## src/rtl/bram_fifo_ctrl.sv

```systemverilog
// bram_fifo_ctrl
//   Stream-to-BRAM front end. Turns a valid/ready push stream and a
//   valid/ready pop stream into commands for one single-port block RAM,
//   giving a first-word-fall-through FIFO that uses the RAM as storage.
//   The RAM port does one access per cycle, so writes (pushes) and read
//   fetches share it. Fetched words come back one cycle later through the
//   RAM's output register and land in a 2-entry output buffer (ob). The
//   head of ob drives m_data.
//
//   Build option:
//     BRAM_FIFO_CTRL_WRPRIO_EN  undefined: fetch priority. s_ready is low
//                                whenever a fetch is wanted.
//                               defined  : write priority. An accepted push
//                                blocks that cycle's fetch.
//
//   Ports:
//     clk, rst          clock; asynchronous active-high reset
//     s_valid/s_ready/s_data   push stream
//     m_valid/m_ready/m_data   pop stream (m_data = oldest word)
//     count             words held: RAM + in-flight + output buffer
//     full              RAM region holds DEPTH words
//     empty             count == 0
//     ram_wr_en, ram_rd_en, ram_addr, ram_din   RAM command port
//     ram_dout          RAM registered read data, valid 1 cycle after rd_en
module bram_fifo_ctrl #(
    parameter int DATA_WIDTH = 16,
    parameter int ADDR_WIDTH = 10
) (
    input  logic                  clk,
    input  logic                  rst,
    input  logic                  s_valid,
    output logic                  s_ready,
    input  logic [DATA_WIDTH-1:0] s_data,
    output logic                  m_valid,
    input  logic                  m_ready,
    output logic [DATA_WIDTH-1:0] m_data,
    output logic [ADDR_WIDTH:0]   count,
    output logic                  full,
    output logic                  empty,
    output logic                  ram_wr_en,
    output logic                  ram_rd_en,
    output logic [ADDR_WIDTH-1:0] ram_addr,
    output logic [DATA_WIDTH-1:0] ram_din,
    input  logic [DATA_WIDTH-1:0] ram_dout
);

    localparam logic [ADDR_WIDTH:0] DEPTH_C = {1'b1, {ADDR_WIDTH{1'b0}}};

    logic [ADDR_WIDTH-1:0]       wr_ptr, rd_ptr;
    logic [ADDR_WIDTH:0]         ram_cnt;
    logic                        inflight;
    logic [1:0]                  ob_cnt, ob_cnt_nxt;
    logic [1:0][DATA_WIDTH-1:0]  ob_q, ob_nxt;

    logic fetch_cond, fetch, push, pop, cap;
    logic ob_slot;

    // Fetch only when the output buffer has room for everything already in
    // flight plus the new word. Registers only, so the timing stays short.
    assign fetch_cond = (ram_cnt != '0) &&
                        (({1'b0, ob_cnt} + {2'b00, inflight}) < 3'd2);

    assign full = (ram_cnt == DEPTH_C);

`ifdef BRAM_FIFO_CTRL_WRPRIO_EN
    // The push wins the port. A fetch waits for a cycle with no accepted push.
    assign s_ready = !full;
    assign fetch   = fetch_cond && !(s_valid && !full);
`else
    // The fetch wins the port. The push side is stalled while a fetch is due.
    assign s_ready = !full && !fetch_cond;
    assign fetch   = fetch_cond;
`endif

    assign push = s_valid && s_ready;
    assign pop  = m_valid && m_ready;
    assign cap  = inflight;

    // RAM command port. push and fetch exclude each other, so the two
    // enables are never high together.
    assign ram_wr_en = push;
    assign ram_rd_en = fetch;
    assign ram_addr  = fetch ? rd_ptr : wr_ptr;
    assign ram_din   = s_data;

    assign m_valid = (ob_cnt != 2'd0);
    assign m_data  = ob_q[0];

    assign count = ram_cnt
                 + {{ADDR_WIDTH{1'b0}}, inflight}
                 + {{(ADDR_WIDTH-1){1'b0}}, ob_cnt};
    assign empty = (count == '0);

    // Output buffer next state. Entry 0 is the head. A pop shifts entry 1
    // down. A capture writes the first free slot after that shift. ob never
    // overflows, because fetch_cond counts the in-flight word.
    always_comb begin
        ob_nxt     = ob_q;
        ob_cnt_nxt = ob_cnt;
        ob_slot    = 1'b0;
        if (pop) begin
            ob_nxt[0]  = ob_q[1];
            ob_cnt_nxt = ob_cnt - 2'd1;
        end
        if (cap) begin
            ob_slot         = ob_cnt_nxt[0];
            ob_nxt[ob_slot] = ram_dout;
            ob_cnt_nxt      = ob_cnt_nxt + 2'd1;
        end
    end

    always_ff @(posedge clk or posedge rst) begin
        if (rst) begin
            wr_ptr   <= '0;
            rd_ptr   <= '0;
            ram_cnt  <= '0;
            inflight <= 1'b0;
            ob_cnt   <= 2'd0;
            ob_q     <= '0;
        end else begin
            if (push)
                wr_ptr <= wr_ptr + 1'b1;
            if (fetch)
                rd_ptr <= rd_ptr + 1'b1;
            if (push)
                ram_cnt <= ram_cnt + 1'b1;
            else if (fetch)
                ram_cnt <= ram_cnt - 1'b1;
            // Each fetch's data is captured on the following edge.
            inflight <= fetch;
            ob_cnt   <= ob_cnt_nxt;
            ob_q     <= ob_nxt;
        end
    end

endmodule

```

## config.mk

```make
export PLATFORM = sky130hd
export DESIGN_NAME = bram_fifo_ctrl
export DESIGN_NICKNAME = d
export VERILOG_FILES = /design/src/rtl/bram_fifo_ctrl.sv
export SDC_FILE = /design/constraint.sdc
export NUM_CORES = 1
export LEC_CHECK = 0
export CELL_PAD_IN_SITES_DETAIL_PLACEMENT = 1
export CELL_PAD_IN_SITES_GLOBAL_PLACEMENT = 2
export CORE_UTILIZATION = 33
export DETAILED_ROUTE_END_ITERATION = 10
export PLACE_DENSITY_LB_ADDON = 0.1
export SYNTH_ARGS = -nofsm -noshare
export SYNTH_HDL_FRONTEND = slang
export SYNTH_SLANG_ARGS = --single-unit
```

## constraint.sdc

```tcl
create_clock -name clk -period 8.1 [get_ports clk]
set_clock_uncertainty 0.15 [all_clocks]
set_input_delay 1.62 -clock clk [delete_from_list [all_inputs] [get_ports clk]]
set_output_delay 1.62 -clock clk [all_outputs]
set_load 0.02 [all_outputs]
```

**Yosys cells after proc, flatten, opt, wreduce, memory -nomap -nowiden**

Index checks and enable logic that the tools add are counted.

- Multiplexer cells: 10
- Order comparisons: 3
- Reductions and logical operators: 11
- Eq/ne operators: 1
- Add/sub/neg operators: 9

Operators with widths:

| cell | number |
|---|---|
| $mux W16 | 3 |
| $bwmux W32 | 1 |
| $mux W11 | 2 |
| $add A10 B1 Y10 const B | 2 |
| $demux W16 S1 | 1 |
| $add A11 B1 Y11 | 1 |
| $add A11 B1 Y11 const B | 1 |
| $add A11 B2 Y11 | 1 |
| $eq A11 B11 Y1 const B | 1 |
| $logic_not A11 Y1 | 1 |
| $reduce_bool A11 Y1 | 1 |
| $sub A11 B1 Y11 const B | 1 |
| $mux W10 | 1 |
| $logic_and A1 B1 Y1 | 5 |
| $mux W2 | 2 |
| $reduce_bool A2 Y1 | 2 |
| $add A2 B1 Y3 | 1 |
| $lt A3 B2 Y1 const B | 1 |
| $add A2 B1 Y2 const B | 1 |
| $logic_not A1 Y1 | 2 |
| $lt A1 B2 Y1 const B | 1 |
| $sub A2 B1 Y2 const B | 1 |
| $ge A1 B1 Y1 const B | 1 |

- Flip-flop bits (word level): 66
- Word-level logic and storage cells: 41
- Output and inout port bits: 59

**Depth between registers and ports, before layout**

- Word-level depth: 9
- Depth in mapped cells: 14
- Gate-level depth less buffers: 11

**Least setup slack after synthesis**

OpenSTA, ideal clock, no wires.

- Path kind: reg2out
- From: register ram_cnt[0]
- To: output empty
- Arrival time: 2.995 ns
- Stages on the path, launching flop included: 8
- Path slack: 3.335 ns
- Buffers on the path: 1
- Data required time: 6.330 ns
- Cells stage by stage: dfrtp_1 -> inv_1 -> fa_1 -> fa_1 -> clkbuf_1 -> nor3_1 -> a31oi_1 -> a2111oi_0

- Word-level cells in the longest chain between the ends: 3

Ends and longest elaborated chain:

| what | RTL line | text |
|---|---|---|
| start, declared | 50 | `logic [ADDR_WIDTH:0] ram_cnt;` |
| start signal, assigned | 126 | `ram_cnt <= ram_cnt + 1'b1;` |
| start signal, assigned | 128 | `ram_cnt <= ram_cnt - 1'b1;` |
| $add A11 B1 Y11 | 90 | `+ {{ADDR_WIDTH{1'b0}}, inflight}` |
| $add A11 B2 Y11 | 91 | `+ {{(ADDR_WIDTH-1){1'b0}}, ob_cnt};` |
| $logic_not A11 Y1 | 92 | `assign empty = (count == '0);` |
| end, declared | 39 | `output logic empty,` |

No other way between the ends.

**Worst setup path after layout**

- From: input s_valid
- To: output ram_wr_en

- Word-level cells in the longest chain between the ends: 1

Ends and longest elaborated chain:

| what | RTL line | text |
|---|---|---|
| start, declared | 31 | `input logic s_valid,` |
| $logic_and A1 B1 Y1 | 75 | `assign push = s_valid && s_ready;` |
| end, declared | 40 | `output logic ram_wr_en,` |

No other way between the ends.

==> results.yml <==
timing:
  layout_setup_ws_ns: 2.68
  worst_pin_slew_ns: 0.866
  max_freq_mhz: 184
  setup_tns_ns: 0
  slew_headroom_pct: 42.3
  hold_viol: 0
  fin_crit_sh_pct: 67.0
  fin_crit_ns: 5.42
  rsz0062_at_grt: "no"
  final_max_slew_viol_count: 0
  final-setup-viol-count: 0
clock_tree:
  cts_sinks: 66
  clk_path_buf_depth: 2
  clock-root-buffer: "clkbuf_16"
  ctsHtreeMaxLevel: 3
  clkLatencyLatePin_ns: 0.33
  cts.clk_slew.worst_paths_ns: 0.05
  cts_resized: 0
  postCtsSetupBuffers: 0
  ctsHoldBuffers: 0
  cts_buffers: 9
  cts_tree: "done"
yosys:
  yosysWarnings: 0
  synth_top_area_cell: "dfrtp_1"
  synth.distinct_cells: 48
  synthTopCellsByCount: "dfrtp_1 (66), nand2_1 (63), buf_4 (32), nor2_1 (32), a21oi_1 (24)"
  synth-seq-cells: 66
  syn_area_sq_um: 4030
  syn_avg_cell_area_sq_um: 9.44
  synth.top_cell.area_share_pct: 41.0
  ys_seq_area_share_pct: 41.0
  synth-edff-count: 0
  postSynth.asyncResetShare_pct: 100
  netlist_top_cells_area: "dfrtp_1 (41%), buf_4 (6.0%), nand2_1 (5.9%)"
  yosysMostFrequentCell: "dfrtp_1"
  syn_inst: 427
  synth_nets: 481
  synthFlopType: "dfrtp_1"
setup_path:
  critPathKind: "in2out"
  startpoint_type: "input port"
  reg2regPathDepth: 11
  crit_chain: "clkdlybuf4s50_1 > nand2_1 > inv_1 > clkdlybuf4s50_1"
  slowest_stage: "clkdlybuf4s50_1"
  r2r-end: "ram_cnt[9]"
  critPathLaunch: "s_valid"
  crit_path_end_kind: "output port"
  crit_fanout: 21
  r2r_slack_ns: 4.22
  cp.required_ns: 6.33
  crit_path_frequent_cell: "clkdlybuf4s50_1"
  max_stage_delay_ns: 0.64
  cp.arrival_ns: 3.65
  rr_startpoint: "ram_cnt[9]"
cells_and_area:
  fill_cells: 1376
  syn_to_final_growth_pct: 19.2
  antenna_cells: 0
  final_cells: 601
  nets: 503
  drive_above_1_share_pct: 10.1
  fin_util_pct: 40.2
placement:
  place_congestion: 0.769
  dp_hpwl_um: 6700
  dp_worst_setup_slack_ns: 2.63
  place_inst: 585
  port_buffers: 62
run:
  drv_cap: 0
route:
  wire_per_inst_um: 15.6
  drt-initial-drc-count: 106
  viasPerCell: 4.92
  vias: 2957
  drc: 0
  drt_wl_total_um: 9350
  drt_pass1_iterations: 4
  antenna_left: 0
power_and_ir_drop:
  p_per_area_nw_per_um2: 506
  max-vdd-ir-drop_mv: 0.172
  p_leak_nw: 2.13
hold_path:
  hold_end: "wr_ptr[9]"
  min_from: "wr_ptr[9]"
  worst_hold_path_type: "reg2reg"
  whs_path_depth: 1
global_routing:
  gr-total-overflow: 0
  grt_pass1_wl_um: 16000
  antenna_found_initial: 0
  grt_max_degree: 67
  met1_usage_pct: 21.5
  grt_pass1_vias: 3082
  track_usage_pct: 16.1
  grt.met3_usage_pct: 3.67
  use_met2_pct: 26.0
  busiest_layer: "met2"
floorplanning:
  core_region_area_sq_um: 12000
  rows: 40
  start_util_pct: 33.7
  ioPinCount: 95
  die_x_um: 113
  fp.dieH_um: 113
  die_area_sq_um: 12700
status:
  status: "completed"
-- cell families (layout without fill, tap and decap cells) --
logic type	count (synthesis)	count (layout)	share of synthesized area, %
compound gates	60	60	9.22
mux	35	35	9.22
simple gates	139	139	15.8
buf+inv	69	96	9.96
flops	66	66	41.0
fa+ha+maj	18	18	6.15
xor+xnor	40	40	8.69
-- power breakdown --
part,switching [mW],internal (mW),total (mW),leakage (nW)
clock,0.144,0.237,0.381,0.145
combinational,0.755,0.644,1.40,1.19
sequential,0.166,0.488,0.654,0.796
-- critical path, delay by kind of cell --
kind	cells	cell delay (ns)
buffers and inverters	3	1.49
and+or+nand+nor	1	0.53
-- stage by stage --
stage,power (mW),hold WS [ns],area [sq um]
after detailed placement,2.08,0.316,4510
after global routing,2.65,0.342,4810
after floorplan,1.67,0.291,4030
after global placement,2.06,0.308,4510
after CTS,2.48,0.323,4810
final,2.43,0.316,4810
-- cell usage in the layout (no fill, tap or decap), types with 3 or more instances in the layout --
| cell | synthesis | routed |
|---|---|---|
| inv_1 | 15 | 14 |
| nand2_1 | 63 | 63 |
| a211oi_1 | 3 | 3 |
| clkdlybuf4s50_1 | 0 | 62 |
| ha_1 | 15 | 15 |
| nand3_1 | 10 | 10 |
| xnor2_1 | 21 | 21 |
| nand4_1 | 5 | 5 |
| xor2_1 | 19 | 19 |
| clkbuf_16 | 0 | 9 |
| a21oi_1 | 24 | 24 |
| nor4_1 | 3 | 3 |
| nor3_1 | 9 | 9 |
| nor2_1 | 32 | 32 |
| dfrtp_1 | 66 | 66 |
| o21ai_1 | 4 | 4 |
| mux2_2 | 17 | 17 |
| mux2i_1 | 18 | 18 |
| fa_1 | 3 | 3 |
| a21o_1 | 6 | 6 |
| clkinv_2 | 0 | 3 |
| o21ai_0 | 10 | 10 |
-- flip-flops by register name, summed over array words and instances (netlist names) --
name	flops
rd_ptr	10
wr_ptr	10
ob_q	16
ram_cnt	11
ob_cnt	2
m_data	16
cap	1
-- how the worst max path moves through the flow --
stage	end	slack [ns]	cells after the start
global placement	ram_wr_en	2.68	4
CTS	ram_wr_en	2.61	4
global route	ram_wr_en	2.53	4
finish	ram_wr_en	2.68	4
floorplan	empty	3.34	7
detailed placement	ram_wr_en	2.63	4
-- routing by layer --
layer / vias up / wire length, um
met3: 13 / 340
met1: 1439 / 4370
met4: 0 / 116
met2: 46 / 4520
li1: 1459 / -
met5: - / 0
-- cell type report --
class                      count  area [sq um]  share of cell area (%)
multi-input combinational    292          1980                    41.2
sequential                    66          1650                    34.4
timing repair buffer          64           636                    13.2
clock buffer                   9           225                    4.69
tap                          147           184                    3.83
clock inverter                 7          70.1                    1.46
inverter                      16          60.1                    1.25
No activity file was read; power rests on OpenSTA's default activity.
